**src/rtl/stopwatch_time_counter.sv**
```systemverilog
// 1 Hz time-base plus mm:ss counter driven by the stopwatch control FSM's count_enable.
// Optional lap capture registers are built when LAP_CAPTURE_EN is defined.
module stopwatch_time_counter #(
    parameter int unsigned TICK_DIV = 100000000,
    parameter int unsigned MAX_MIN  = 99
) (
    input  logic       clk,
    input  logic       rst_n,
    input  logic       count_enable,
    input  logic       clear,
    output logic [5:0] seconds,
    output logic [6:0] minutes,
    output logic       sec_tick,
    output logic       rollover
`ifdef LAP_CAPTURE_EN
    ,
    input  logic       lap,
    output logic [5:0] lap_seconds,
    output logic [6:0] lap_minutes,
    output logic       lap_valid
`endif
);

    localparam int              PRE_W    = (TICK_DIV > 1) ? $clog2(TICK_DIV) : 1;
    localparam logic [PRE_W-1:0] PRE_LAST = PRE_W'(TICK_DIV - 1);
    localparam logic [6:0]      MIN_LAST = 7'(MAX_MIN);
    localparam logic [5:0]      SEC_LAST = 6'd59;

    logic [PRE_W-1:0] prescaler;
    logic             tick_now;
    logic [5:0]       sec_next;
    logic [6:0]       min_next;
    logic             wrap_next;

    assign tick_now = (prescaler == PRE_LAST);

    // Next mm:ss value for a one-second step; out-of-range values fall into the wrap branches.
    always_comb begin
        sec_next  = seconds;
        min_next  = minutes;
        wrap_next = 1'b0;
        if (seconds >= SEC_LAST) begin
            sec_next = 6'd0;
            if (minutes >= MIN_LAST) begin
                min_next  = 7'd0;
                wrap_next = 1'b1;
            end else begin
                min_next = minutes + 7'd1;
            end
        end else begin
            sec_next = seconds + 6'd1;
        end
    end

    always_ff @(posedge clk) begin
        if (!rst_n) begin
            prescaler <= '0;
            seconds   <= 6'd0;
            minutes   <= 7'd0;
            sec_tick  <= 1'b0;
            rollover  <= 1'b0;
        end else if (clear) begin
            prescaler <= '0;
            seconds   <= 6'd0;
            minutes   <= 7'd0;
            sec_tick  <= 1'b0;
            rollover  <= 1'b0;
        end else begin
            sec_tick <= 1'b0;
            rollover <= 1'b0;
            // A paused count keeps the prescaler so the partial second survives.
            if (count_enable) begin
                if (tick_now) begin
                    prescaler <= '0;
                    seconds   <= sec_next;
                    minutes   <= min_next;
                    sec_tick  <= 1'b1;
                    rollover  <= wrap_next;
                end else begin
                    prescaler <= prescaler + PRE_W'(1);
                end
            end
        end
    end

`ifdef LAP_CAPTURE_EN
    // Lap snapshot takes the pre-edge time, independent of count_enable.
    always_ff @(posedge clk) begin
        if (!rst_n || clear) begin
            lap_seconds <= 6'd0;
            lap_minutes <= 7'd0;
            lap_valid   <= 1'b0;
        end else if (lap) begin
            lap_seconds <= seconds;
            lap_minutes <= minutes;
            lap_valid   <= 1'b1;
        end
    end
`endif

endmodule

```
**config.mk**
```make
export PLATFORM = sky130hd
export DESIGN_NAME = stopwatch_time_counter
export DESIGN_NICKNAME = d
export VERILOG_FILES = /design/src/rtl/stopwatch_time_counter.sv
export SDC_FILE = /design/constraint.sdc
export NUM_CORES = 1
export LEC_CHECK = 0
export ABC_AREA = 1
export BUFFER_PORTS_ARGS = -buffer_cell sky130_fd_sc_hd__buf_4
export CAP_MARGIN = 15
export CORE_MARGIN = 8
export CORE_UTILIZATION = 60
export DETAILED_ROUTE_END_ITERATION = 16
export GPL_ROUTABILITY_DRIVEN = 0
export GPL_TIMING_DRIVEN = 0
export HOLD_SLACK_MARGIN = 0.15
export PLACE_DENSITY = 0.81
export SYNTH_ARGS = -nofsm -noshare
export SYNTH_HDL_FRONTEND = slang
export SYNTH_SLANG_ARGS = --single-unit
```
**constraint.sdc**
```tcl
create_clock -name clk -period 1.9 [get_ports clk]
set_clock_uncertainty 0.05 [all_clocks]
set_input_delay 0.475 -clock clk [delete_from_list [all_inputs] [get_ports clk]]
set_output_delay 0.475 -clock clk [all_outputs]
set_load 0.05 [all_outputs]
```
# Yosys cells after proc, flatten, opt, wreduce, memory -nomap -nowiden
# Cells that the tools add are included.
[classes] add_sub_neg=3 n_lt_le_gt_ge=2 n_eq_ne=1 n_mux=5 bitwise=4 n_reduce_logical=5
[ops] op="27-bit by 1-bit adder with 27-bit output (second input constant)" count=1
[ops] op="27-bit equality test (second input constant)" count=1
[ops] op="27-bit 2-to-1 mux" count=1
[ops] op="7-bit by 1-bit adder with 7-bit output (second input constant)" count=1
[ops] op="7-bit greater-or-equal comparator (second input constant)" count=1
[ops] op="7-bit 2-to-1 mux" count=1
[ops] op="6-bit by 1-bit adder with 6-bit output (second input constant)" count=1
[ops] op="6-bit greater-or-equal comparator (second input constant)" count=1
[ops] op="6-bit 2-to-1 mux" count=1
[ops] op="5-bit OR reduction" count=1
[ops] op="1-bit NOT" count=4
[ops] op="3-bit AND reduction" count=1
[ops] op="3-bit OR reduction" count=1
[ops] op="1-bit 2-to-1 mux" count=2
[ops] op="2-bit AND reduction" count=1
[ops] op="2-bit OR reduction" count=1
[totals] reg_bits=42 in_bits=4 word_cells=25

# Logic depth before layout (Yosys ltp)
# Gate-level depths: netlist (run 1).
[logic_depth] word_depth=3 depth_mapped=10

# Least setup slack after synthesis (run 1)
# Ideal clock, no wire load.
[synth_path] path_type="reg-to-reg" startpoint="reg seconds[0]" endpoint="reg minutes[0]" setup_time_ns=0.111 arrival_ns=1.722 required_ns=1.739 slack_ns=0.017 stages_incl_launch_ff=8 path_cell_list="dfxtp_1 -> ha_1 -> nor2_1 -> nor3_2 -> buf_2 -> nand4_1 -> nand2_1 -> nor2_1"
[synth_between] elab_chain_cells=2
[synth_lines] item="from (decl)" line_no="11" text="output logic [5:0] seconds,"
[synth_lines] item="from (signal assigned)" line_no="75" text="seconds <= sec_next;"
[synth_lines] item="6-bit greater-or-equal comparator" line_no="42" text="if (seconds >= SEC_LAST) begin"
[synth_lines] item="3-bit AND reduction (no line)"
[synth_lines] item="to (signal assigned)" line_no="76" text="minutes <= min_next;"
[synth_lines] item="to (decl)" line_no="12" text="output logic [6:0] minutes,"
# Every way passes these cells.
# A chain may end at the register's enable or synchronous reset.

# Worst setup path after layout (run 1)
[layout_path] startpoint="reg prescaler[1]" endpoint="reg minutes[2]"
[layout_between] elab_chain_cells=2
[layout_lines] item="from (decl)" line_no="29" text="logic [PRE_W-1:0] prescaler;"
[layout_lines] item="from (signal assigned)" line_no="80" text="prescaler <= prescaler + PRE_W'(1);"
[layout_lines] item="27-bit equality test" line_no="35" text="assign tick_now = (prescaler == PRE_LAST);"
[layout_lines] item="3-bit AND reduction (no line)"
# Every way passes these cells.

==> results of run 1 <==
## tightest hold or removal path: cells and delay by family, from the launching register on
kind            cells  cell delay, ns
compound gates      1            0.05
flops               1            0.34
simple gates        1            0.06
## layout make-up
cell class,count,area [um^2],area share (%)
multi-input combinational,291,1460,52.3
clock buffer,7,76.3,2.74
sequential,42,842,30.2
inverter,47,176,6.33
buffer,4,31.3,1.12
tap,50,62.6,2.24
timing repair buffer,19,143,5.11
## per-layer routing
| layer | vias to the layer above | share of wire [%] | routed length (um) | track usage, % |
|---|---|---|---|---|
| li1 | 1266 | - | - | - |
| met1 | 1049 | 47 | 2620 | 22.3 |
| met2 | 78 | 46 | 2570 | 29.9 |
| met3 | 11 | 6.3 | 357 | 3.13 |
| met4 | 0 | 1.4 | 81 | 7.45 |
| met5 | - | 0 | 0 | 0 |
## synthesized netlist by cell type (all sizes together)
| cell | n |
|---|---|
| o21ai | 3 |
| buf | 4 |
| or2 | 1 |
| xor2 | 8 |
| nand3 | 30 |
| nor2 | 84 |
| dfxtp | 42 |
| a211oi | 1 |
| nand3b | 4 |
| nor3 | 14 |
| inv | 47 |
| nand4 | 13 |
| nand2 | 111 |
| nor3b | 2 |
| xnor2 | 1 |
| ha | 3 |
| a21oi | 16 |
## power by group through the flow
stage	Clock [W]	Combinational, W	Sequential, W
3_3_place_gp	0	0.0000528	0.000904
2_1_floorplan	0	0.0000372	0.000903
5_1_grt	0.000585	0.0000599	0.000884
4_1_cts	0.000556	0.0000530	0.000883
3_5_place_dp	0	0.0000531	0.000904
6_report	0.000549	0.0000534	0.000883
## cell families (layout without fill, tap and decap cells)
kind of cell | count (synthesis) | after routing | share of synthesized area [%]
AO/OA/AOI/OAI | 20 | 20 | 4.55
XOR/XNOR | 9 | 9 | 3.15
buffers and inverters | 51 | 77 | 8.30
flip-flops | 42 | 42 | 33.6
AND/OR/NAND/NOR | 259 | 259 | 48.9
adder cells (fa/ha/maj) | 3 | 3 | 1.50
## worst max path at each step
| stage | cells past startpoint | slack [ns] | endpoint | from |
|---|---|---|---|---|
| after global routing | 10 | 0.002 | minutes[2]$_SDFFE_PP0P_ | prescaler[1]$_SDFFE_PP0P_ |
| final | 10 | 0.16 | minutes[2]$_SDFFE_PP0P_ | prescaler[1]$_SDFFE_PP0P_ |
| after global placement | 8 | 0.02 | prescaler[11]$_SDFFE_PP0P_ | count_enable |
| after detailed placement | 8 | 0.04 | prescaler[11]$_SDFFE_PP0P_ | count_enable |
| after floorplan | 7 | 0.02 | minutes[0]$_SDFFE_PP0P_ | seconds[0]$_SDFFE_PP0P_ |
| after CTS | 10 | 0.12 | prescaler[16]$_SDFFE_PP0P_ | prescaler[0]$_SDFFE_PP0P_ |
## registers in the layout, indices dropped and copies added, names as in the netlist
| register | cells |
|---|---|
| prescaler | 27 |
| sec_tick | 1 |
| seconds | 6 |
| rollover | 1 |
| minutes | 7 |
## metrics by stage
step / hold slack (ns) / total power, W / area (um^2) / setup WS [ns]
floorplan: 0.424 / 0.000941 / 2500 / 0.0166
global placement: 0.435 / 0.000957 / 2700 / 0.0200
detailed placement: 0.437 / 0.000957 / 2700 / 0.0444
CTS: 0.434 / 0.00149 / 2780 / 0.124
global route: 0.459 / 0.00153 / 2790 / 0.00232
finish: 0.439 / 0.00149 / 2790 / 0.163
## timing repair
item / CTS / global route
setup endpoints to repair: 0 / 4
gates resized for setup: 0 / 2
endpoints found under the hold margin: 0 / 0
setup buffers: 0 / 1
==> run summary, run 1 <==
Peak VDD IR - 0.459 mV
Cts hold-fix bufs - 0
Placed cell count - 452
Total grt overflow - 0
Filler cell count - 352
Final Hold Fails - 0
Routed Antenna Nets - 0
DR WL/cell - 12.3 um
WP buf/inv - 2
Sw Ratio - 22.4%
# IOs - 19
Fin. max-slew vios - 0
Die Y - 80.6 um
Total die area - 6500 um^2
Remaining DRCs - 0
Commonest non-fill, non-tap cell in the layout - nand2_1
Total iterations of the first detailed-routing run - 5
Worst-Margin Slew - 0.432 ns
Setup slack, reg-to-reg - 0.16 ns
Mapped cell area - 2500 um^2
PD cells - 533 nW/um^2
Total number of H-tree levels - 2
Combinational share of power - 3.6%
Max Freq - 576 MHz
Post-Layout Cell Count - 460
Mapped Cells - 384
RR Endpoint - minutes[2]$_SDFFE_PP0P_
Setup crit end kind - flip-flop
Die Wd - 80.6 um
Largest cells by area after synthesis - dfxtp_1, nand2_1, nor2_1, inv_1, nand3_1
Worst-skew pair later-pin latency - 0.29 ns
Largest net degree at the start of global routing - 12
HP Class - flip-flop to flip-flop
Commonest non-fill, non-tap cells in the layout - nand2_1, nor2_1, dfxtp_1
Post-layout util - 69.7%
Leading area contributor after synthesis - dfxtp_1
P&R area growth vs syn - 11.4%
IO buf count - 18
Synthesized net count - 391
Max-slew headroom - 71.0%
Initial core utilization - 62.6%
Setup CP Type - flip-flop to flip-flop
1st-iter DRT viols - 171
Row Count - 23
Clock Tree Buf Depth - 2
Critical path's top delay family - simple AND/OR/NAND/NOR gates
Ant. Diodes - 0
Layout cells sized above 1 - 14.9%
NumNets Final - 417
Reg power frac - 59.5%
Endpoints failing setup - 0
Worst Hold Path EP - prescaler[0]$_SDFFE_PP0P_
CTS Root Cell - clkbuf_8
Req. time, crit path - 2.04 ns
Max incr delay on CP - 0.38 ns
Setup TNS - 0 ns
Worst Reg-to-Reg Cells - 10
Sequential fraction of the synthesis area - 33.6%
Crit-path cells - ha_1 > inv_1 > nor2_2 > nand2_4 > nor2_8 > nand3_4 > nand2_2 > nand2_1 > nand2_1 > inv_1
Total Wirelength - 5640 um
Total CTS buffers - 5
Vias in the first global route - 2,242
All-Layer GR Usage - 18.0%
Clk sinks - 42
Hold path depth - 2
Fin crit share - 91.4%
Yosys top cell area share - 33.6%
RSZ-0062 raised after global routing - no
Syn avg cell area - 6.52 um^2
Yosys warning count - 0
Status - complete, no violations
Net Sw Power - 0.000333 W
Synth cell types - 29
Dpl hpwl - 4180 um
Worst setup SP type - flip-flop
Pleak - 1.19 nW
Routed vias/inst - 5.23
Max-Cap Viols - 0
Crit path time final - 1.74 ns
Clk pin slew, worst setup/hold paths - 0.07 ns
Core ar. - 4000 um^2
Slowest CP cell - dfxtp_1
Vias - 2,404
Internal power - 0.00115 W
WP data arrival - 1.88 ns
Hold Crit Start - prescaler[0]$_SDFFE_PP0P_
Clock network fraction of total power - 36.9%
TritonCTS clock tree - yes
Max FO, Critical Path - 7
Reg-to-reg startpoint - prescaler[1]$_SDFFE_PP0P_
Seq cells post-synth - 42
First-pass GRT wire length - 9580 um
Initial antenna violation count - 0
Power figures use the tool's default switching activity.
==> run 2: changes to the inputs <==
Settings changed: CORE_ASPECT_RATIO from default to 0.9.
==> run summary, run 2 (synthesis results as in run 1) <==
Routed Antenna Nets - 0 (unchanged)
DR WL/cell - 12.7 um (was 12.3 um)
Row Count - 22 (was 23)
Setup CP Type - flip-flop to flip-flop (unchanged)
Reg area - 842 um^2 (unchanged)
Largest register FFs - 27 (unchanged)
Pleak - 1.23 nW (was 1.19 nW)
Biggest register - prescaler (unchanged)
Clk sinks - 42 (unchanged)
Max-Cap Viols - 0 (unchanged)
Setup crit end kind - flip-flop (unchanged)
Crit path time final - 1.71 ns (was 1.74 ns)
Filler cell count - 346 (was 352)
Layout cells sized above 1 - 16.2% (was 14.9%)
Commonest non-fill, non-tap cell in the layout - nand2_1 (unchanged)
Total iterations of the first detailed-routing run - 4 (was 5)
Total grt overflow - 0 (unchanged)
Remaining DRCs - 0 (unchanged)
Multi-input gate area - 1460 um^2 (about the same)
HP Class - input pin to flip-flop (was flip-flop to flip-flop)
P&R area growth vs syn - 14.6% (was 11.4%)
NumNets Final - 419 (was 417)
Total die area - 6500 um^2 (about the same)
Final Hold Fails - 0 (unchanged)
Commonest non-fill, non-tap cells in the layout - nand2_1, nor2_1, dfxtp_1 (unchanged)
First-pass GRT wire length - 9830 um (was 9580 um)
Hold Worst Slack - 0.428 ns (was 0.439 ns)
Combinational share of power - 2.9% (was 3.6%)
Initial antenna violation count - 0 (unchanged)
Max-slew headroom - 70.3% (was 71.0%)
CTS Root Cell - clkbuf_8 (unchanged)
Sw Ratio - 19.3% (was 22.4%)
Worst-Margin Slew - 0.442 ns (was 0.432 ns)
Total number of H-tree levels - 2 (unchanged)
WP data arrival - 1.87 ns (was 1.88 ns)
Routed vias/inst - 5.28 (was 5.23)
Net Sw Power - 0.000349 W (was 0.000333 W)
Vias - 2,436 (was 2,404)
Worst-skew pair later-pin latency - 0.30 ns (was 0.29 ns)
Status - complete, no violations (unchanged)
Die Y - 77.3 um (was 80.6 um)
Peak VDD IR - 0.442 mV (was 0.459 mV)
Setup TNS - 0 ns (unchanged)
RSZ-0062 raised after global routing - no (unchanged)
All-Layer GR Usage - 18.0% (about the same)
Reg power frac - 48.8% (was 59.5%)
Max FO, Critical Path - 6 (was 7)
Vias in the first global route - 2,186 (was 2,242)
Dpl hpwl - 4350 um (was 4180 um)
Internal power - 0.00146 W (was 0.00115 W)
Core ar. - 4050 um^2 (was 4000 um^2)
PD cells - 630 nW/um^2 (was 533 nW/um^2)
Overall power - 0.00181 W (was 0.00149 W)
Ant. Diodes - 0 (unchanged)
Cts hold-fix bufs - 0 (unchanged)
Fin. max-slew vios - 0 (unchanged)
Fin crit share - 90.2% (was 91.4%)
Worst setup SP type - flip-flop (unchanged)
Die Wd - 84.1 um (was 80.6 um)
Clock network fraction of total power - 48.2% (was 36.9%)
TritonCTS clock tree - yes (unchanged)
Req. time, crit path - 2.05 ns (was 2.04 ns)
# IOs - 19 (unchanged)
Clk pin slew, worst setup/hold paths - 0.08 ns (was 0.07 ns)
Total CTS buffers - 5 (unchanged)
Endpoints failing setup - 0 (unchanged)
Total Wirelength - 5860 um (was 5640 um)
Max Freq - 584 MHz (was 576 MHz)
Initial core utilization - 61.9% (was 62.6%)
IO buf count - 18 (unchanged)
1st-iter DRT viols - 204 (was 171)
Clock Tree Buf Depth - 2 (unchanged)
Largest net degree at the start of global routing - 14 (was 12)
Largest regs - prescaler x27, minutes x7, seconds x6 (unchanged)
-- run 2: final cells by class --
type,instances,area share (%)
Multi-Input combinational cell,291,50.9
Sequential cell,42,29.3
Inverter,47,6.15
Buffer,4,1.09
Tap cell,48,2.09
Clock inverter,2,2.09
Clock buffer,6,2.88
Timing Repair Buffer,21,5.49
-- run 2: final timing paths --
| check | startpoint | to | slack, ns | depth (start not counted) |
|---|---|---|---|---|
| setup / recovery | prescaler[1]$_SDFFE_PP0P_ | minutes[4]$_SDFFE_PP0P_ | 0.19 | 10 |
| hold / removal | clear | minutes[0]$_SDFFE_PP0P_ | 0.43 | 4 |
| setup reg to reg | prescaler[1]$_SDFFE_PP0P_ | minutes[4]$_SDFFE_PP0P_ | 0.19 | 10 |
| hold reg to reg | prescaler[0]$_SDFFE_PP0P_ | prescaler[0]$_SDFFE_PP0P_ | 0.45 | 2 |
-- run 2: what timing repair did --
item	in CTS	in global routing
setup buffers	0	3
setup endpoints to repair	0	4
resized for setup	0	3
endpoints found under the hold margin	0	0
-- run 2: worst max-delay path, stage by stage (launching register included) --
cell and delay (ns):
dfxtp_1 0.38, ha_1 0.21, inv_1 0.07, nor2_2 0.16, nand2_4 0.12, nor2_8 0.21
nand3_4 0.11, nand2_2 0.15, nand2_1 0.07, nand2_1 0.06, inv_1 0.03
-- run 2: power groups by stage --
stage          logic (W)  clock network, W  registers (W)
6_report       0.0000526          0.000872       0.000883
5_1_grt        0.0000583          0.000920       0.000884
4_1_cts        0.0000525          0.000894       0.000883
3_5_place_dp   0.0000525                 0       0.000904
3_3_place_gp   0.0000517                 0       0.000904
2_1_floorplan  0.0000372                 0       0.000903
-- run 2: metrics by stage --
step	instances	util (%)	instance area, um^2	worst slack [ns]
4_1_cts	458	70.2	2840	0.120
5_1_grt	461	70.9	2870	0.00908
3_3_place_gp	450	66.7	2700	0.0591
6_report	461	70.9	2870	0.187
3_5_place_dp	450	66.7	2700	0.0576
2_1_floorplan	384	-	2500	0.0166
-- run 2: per-layer routing --
metal	wire (um)	part of all wire [%]	track usage [%]	up-vias
met5	0	0	0	-
met4	124	2.1	7.24	0
met3	422	7.2	3.70	13
met2	2550	43	27.7	78
met1	2760	47	23.7	1071
li1	-	-	-	1274
==> run 3: changes to the inputs <==
Settings changed: CORE_UTILIZATION 60 to 64, CTS_CLUSTER_SIZE from default to 10, PLACE_DENSITY 0.81 to 0.85.
Clock period 1.9 ns to 2.2 ns, I/O delays scaled along.
==> run summary, run 3 (synthesis results as in run 1) <==
Setup CP Type - flip-flop to flip-flop (unchanged)
Routed Antenna Nets - 0 (unchanged)
Max Freq - 569 MHz (was 584 MHz)
Overall power - 0.00143 W (was 0.00181 W)
Setup crit end kind - flip-flop (unchanged)
Max FO, Critical Path - 10 (was 6)
Total grt overflow - 0 (unchanged)
Max-slew headroom - 70.2% (was 70.3%)
RR Endpoint - minutes[4]$_SDFFE_PP0P_ (unchanged)
Total CTS buffers - 5 (unchanged)
Clk pin slew, worst setup/hold paths - 0.08 ns (about the same)
Clock Tree Buf Depth - 2 (unchanged)
Commonest non-fill, non-tap cell in the layout - nand2_1 (unchanged)
Largest register FFs - 27 (unchanged)
Largest net degree at the start of global routing - 13 (was 14)
Worst Reg-to-Reg Cells - 10 (unchanged)
Dpl cell area - 2700 um^2 (about the same)
Worst setup SP type - flip-flop (unchanged)
Total die area - 6170 um^2 (was 6500 um^2)
NumNets Final - 416 (was 419)
Total iterations of the first detailed-routing run - 4 (unchanged)
Die Wd - 81.9 um (was 84.1 um)
TritonCTS clock tree - yes (unchanged)
Final Worst Setup Slack - 0.443 ns (was 0.187 ns)
Commonest non-fill, non-tap cells in the layout - nand2_1, nor2_1, dfxtp_1 (unchanged)
Fin. max-slew vios - 0 (unchanged)
Die Y - 75.3 um (was 77.3 um)
Status - complete, no violations (unchanged)
Post CTS Setup Buffer Count - 0 (unchanged)
Core ar. - 3730 um^2 (was 4050 um^2)
Dpl hpwl - 4330 um (was 4350 um)
Layout cells sized above 1 - 14.7% (was 16.2%)
Row Count - 21 (was 22)
Crit path time final - 1.76 ns (was 1.71 ns)
# IOs - 19 (unchanged)
Vias - 2,416 (was 2,436)
Reg-to-reg startpoint - prescaler[0]$_SDFFE_PP0P_ (was prescaler[1]$_SDFFE_PP0P_)
Endpoints failing setup - 0 (unchanged)
Worst Hold Path EP - seconds[4]$_SDFFE_PP0P_ (was minutes[0]$_SDFFE_PP0P_)
Remaining DRCs - 0 (unchanged)
HP Class - flip-flop to flip-flop (was input pin to flip-flop)
Largest regs - prescaler x27, minutes x7, seconds x6 (unchanged)
Vias in the first global route - 2,213 (was 2,186)
IO buf count - 18 (unchanged)
Post-Place Setup Slack - 0.262 ns (was 0.0576 ns)
Hold Crit Start - seconds[4]$_SDFFE_PP0P_ (was clear)
Filler cell count - 302 (was 346)
Post-route cell area - 2810 um^2 (was 2870 um^2)
DR WL/cell - 12.7 um (about the same)
Setup TNS - 0 ns (unchanged)
Biggest register - prescaler (unchanged)
Setup slack, reg-to-reg - 0.44 ns (was 0.19 ns)
Initial core utilization - 67.1% (was 61.9%)
RSZ-0062 raised after global routing - no (unchanged)
CTS Root Cell - clkbuf_8 (unchanged)
Peak VDD IR - 0.385 mV (was 0.442 mV)
Cts hold-fix bufs - 0 (unchanged)
All-Layer GR Usage - 19.6% (was 18.0%)
Post-CTS Resized - 0 (unchanged)
Routed vias/inst - 5.31 (was 5.28)
Clk sinks - 42 (unchanged)
Worst-Margin Slew - 0.443 ns (was 0.442 ns)
Max-Cap Viols - 0 (unchanged)
1st-iter DRT viols - 197 (was 204)
Total Wirelength - 5760 um (was 5860 um)
Fin crit share - 79.9% (was 90.2%)
WP data arrival - 1.91 ns (was 1.87 ns)
Req. time, crit path - 2.35 ns (was 2.05 ns)
Hold Worst Slack - 0.452 ns (was 0.428 ns)
Final Hold Fails - 0 (unchanged)
P&R area growth vs syn - 12.2% (was 14.6%)
Worst-skew pair later-pin latency - 0.30 ns (about the same)
PD cells - 510 nW/um^2 (was 630 nW/um^2)
Initial antenna violation count - 0 (unchanged)
First-pass GRT wire length - 9580 um (was 9830 um)
Total number of H-tree levels - 2 (unchanged)
Pleak - 1.20 nW (was 1.23 nW)
Ant. Diodes - 0 (unchanged)
Hold path depth - 2 (was 4)
run 3: cell count changes in the layout (fill, tap and decap cells not counted):
cell	previous run	this run
dfxtp_2	1	0
buf_4	23	20
dfxtp_1	41	42
bufinv_16	2	1
nor2_1	71	73
nor2_2	7	5
run 3: cell type report:
| class | instances | area [um^2] | area share [%] |
|---|---|---|---|
| plain buffers | 4 | 31.3 | 1.11 |
| clock buffers | 6 | 82.6 | 2.94 |
| clock inverters | 1 | 30.0 | 1.07 |
| inverters | 47 | 176 | 6.28 |
| multi-input cells | 291 | 1460 | 51.8 |
| flip-flops and latches | 42 | 841 | 29.9 |
| well taps | 46 | 57.6 | 2.05 |
| repair buffers | 18 | 135 | 4.81 |
run 3: layer usage:
layer | track usage (%) | vias up | wire length [um]
met4 | 7.39 | 0 | 97
met5 | 0 | - | 0
li1 | - | 1268 | -
met3 | 3.89 | 9 | 356
met1 | 25.1 | 1076 | 2620
met2 | 31.8 | 63 | 2690
run 3: how the worst max path moves through the flow:
stage | start | end
2_1_floorplan | seconds[0]$_SDFFE_PP0P_ | minutes[0]$_SDFFE_PP0P_
3_3_place_gp | count_enable | prescaler[11]$_SDFFE_PP0P_
3_5_place_dp | count_enable | prescaler[11]$_SDFFE_PP0P_
4_1_cts | prescaler[0]$_SDFFE_PP0P_ | minutes[4]$_SDFFE_PP0P_
5_1_grt | prescaler[0]$_SDFFE_PP0P_ | minutes[4]$_SDFFE_PP0P_
6_report | prescaler[0]$_SDFFE_PP0P_ | minutes[4]$_SDFFE_PP0P_
run 3: report_power, final:
| group | leakage (nW) | total, W | internal (W) | switching (W) |
|---|---|---|---|---|
| combinational | 0.807 | 0.0000460 | 0.0000150 | 0.0000310 |
| sequential | 0.338 | 0.000763 | 0.000761 | 0.00000173 |
| clock | 0.0573 | 0.000624 | 0.000363 | 0.000261 |
run 3: critical path: stages, from the launching register on:
cell and delay [ns]:
dfxtp_1 0.39, ha_1 0.21, inv_1 0.08, nor2_2 0.15, nand2_4 0.12, nor2_8 0.23, nand3_4 0.12, nand2_2 0.14
nand2_1 0.08, nand2_1 0.06, inv_1 0.03
run 3: through the flow:
step,cells,util [%]
after global routing,455,75.3
after global placement,448,72.3
after CTS,455,75.3
after floorplan,384,-
final,455,75.3
after detailed placement,448,72.3
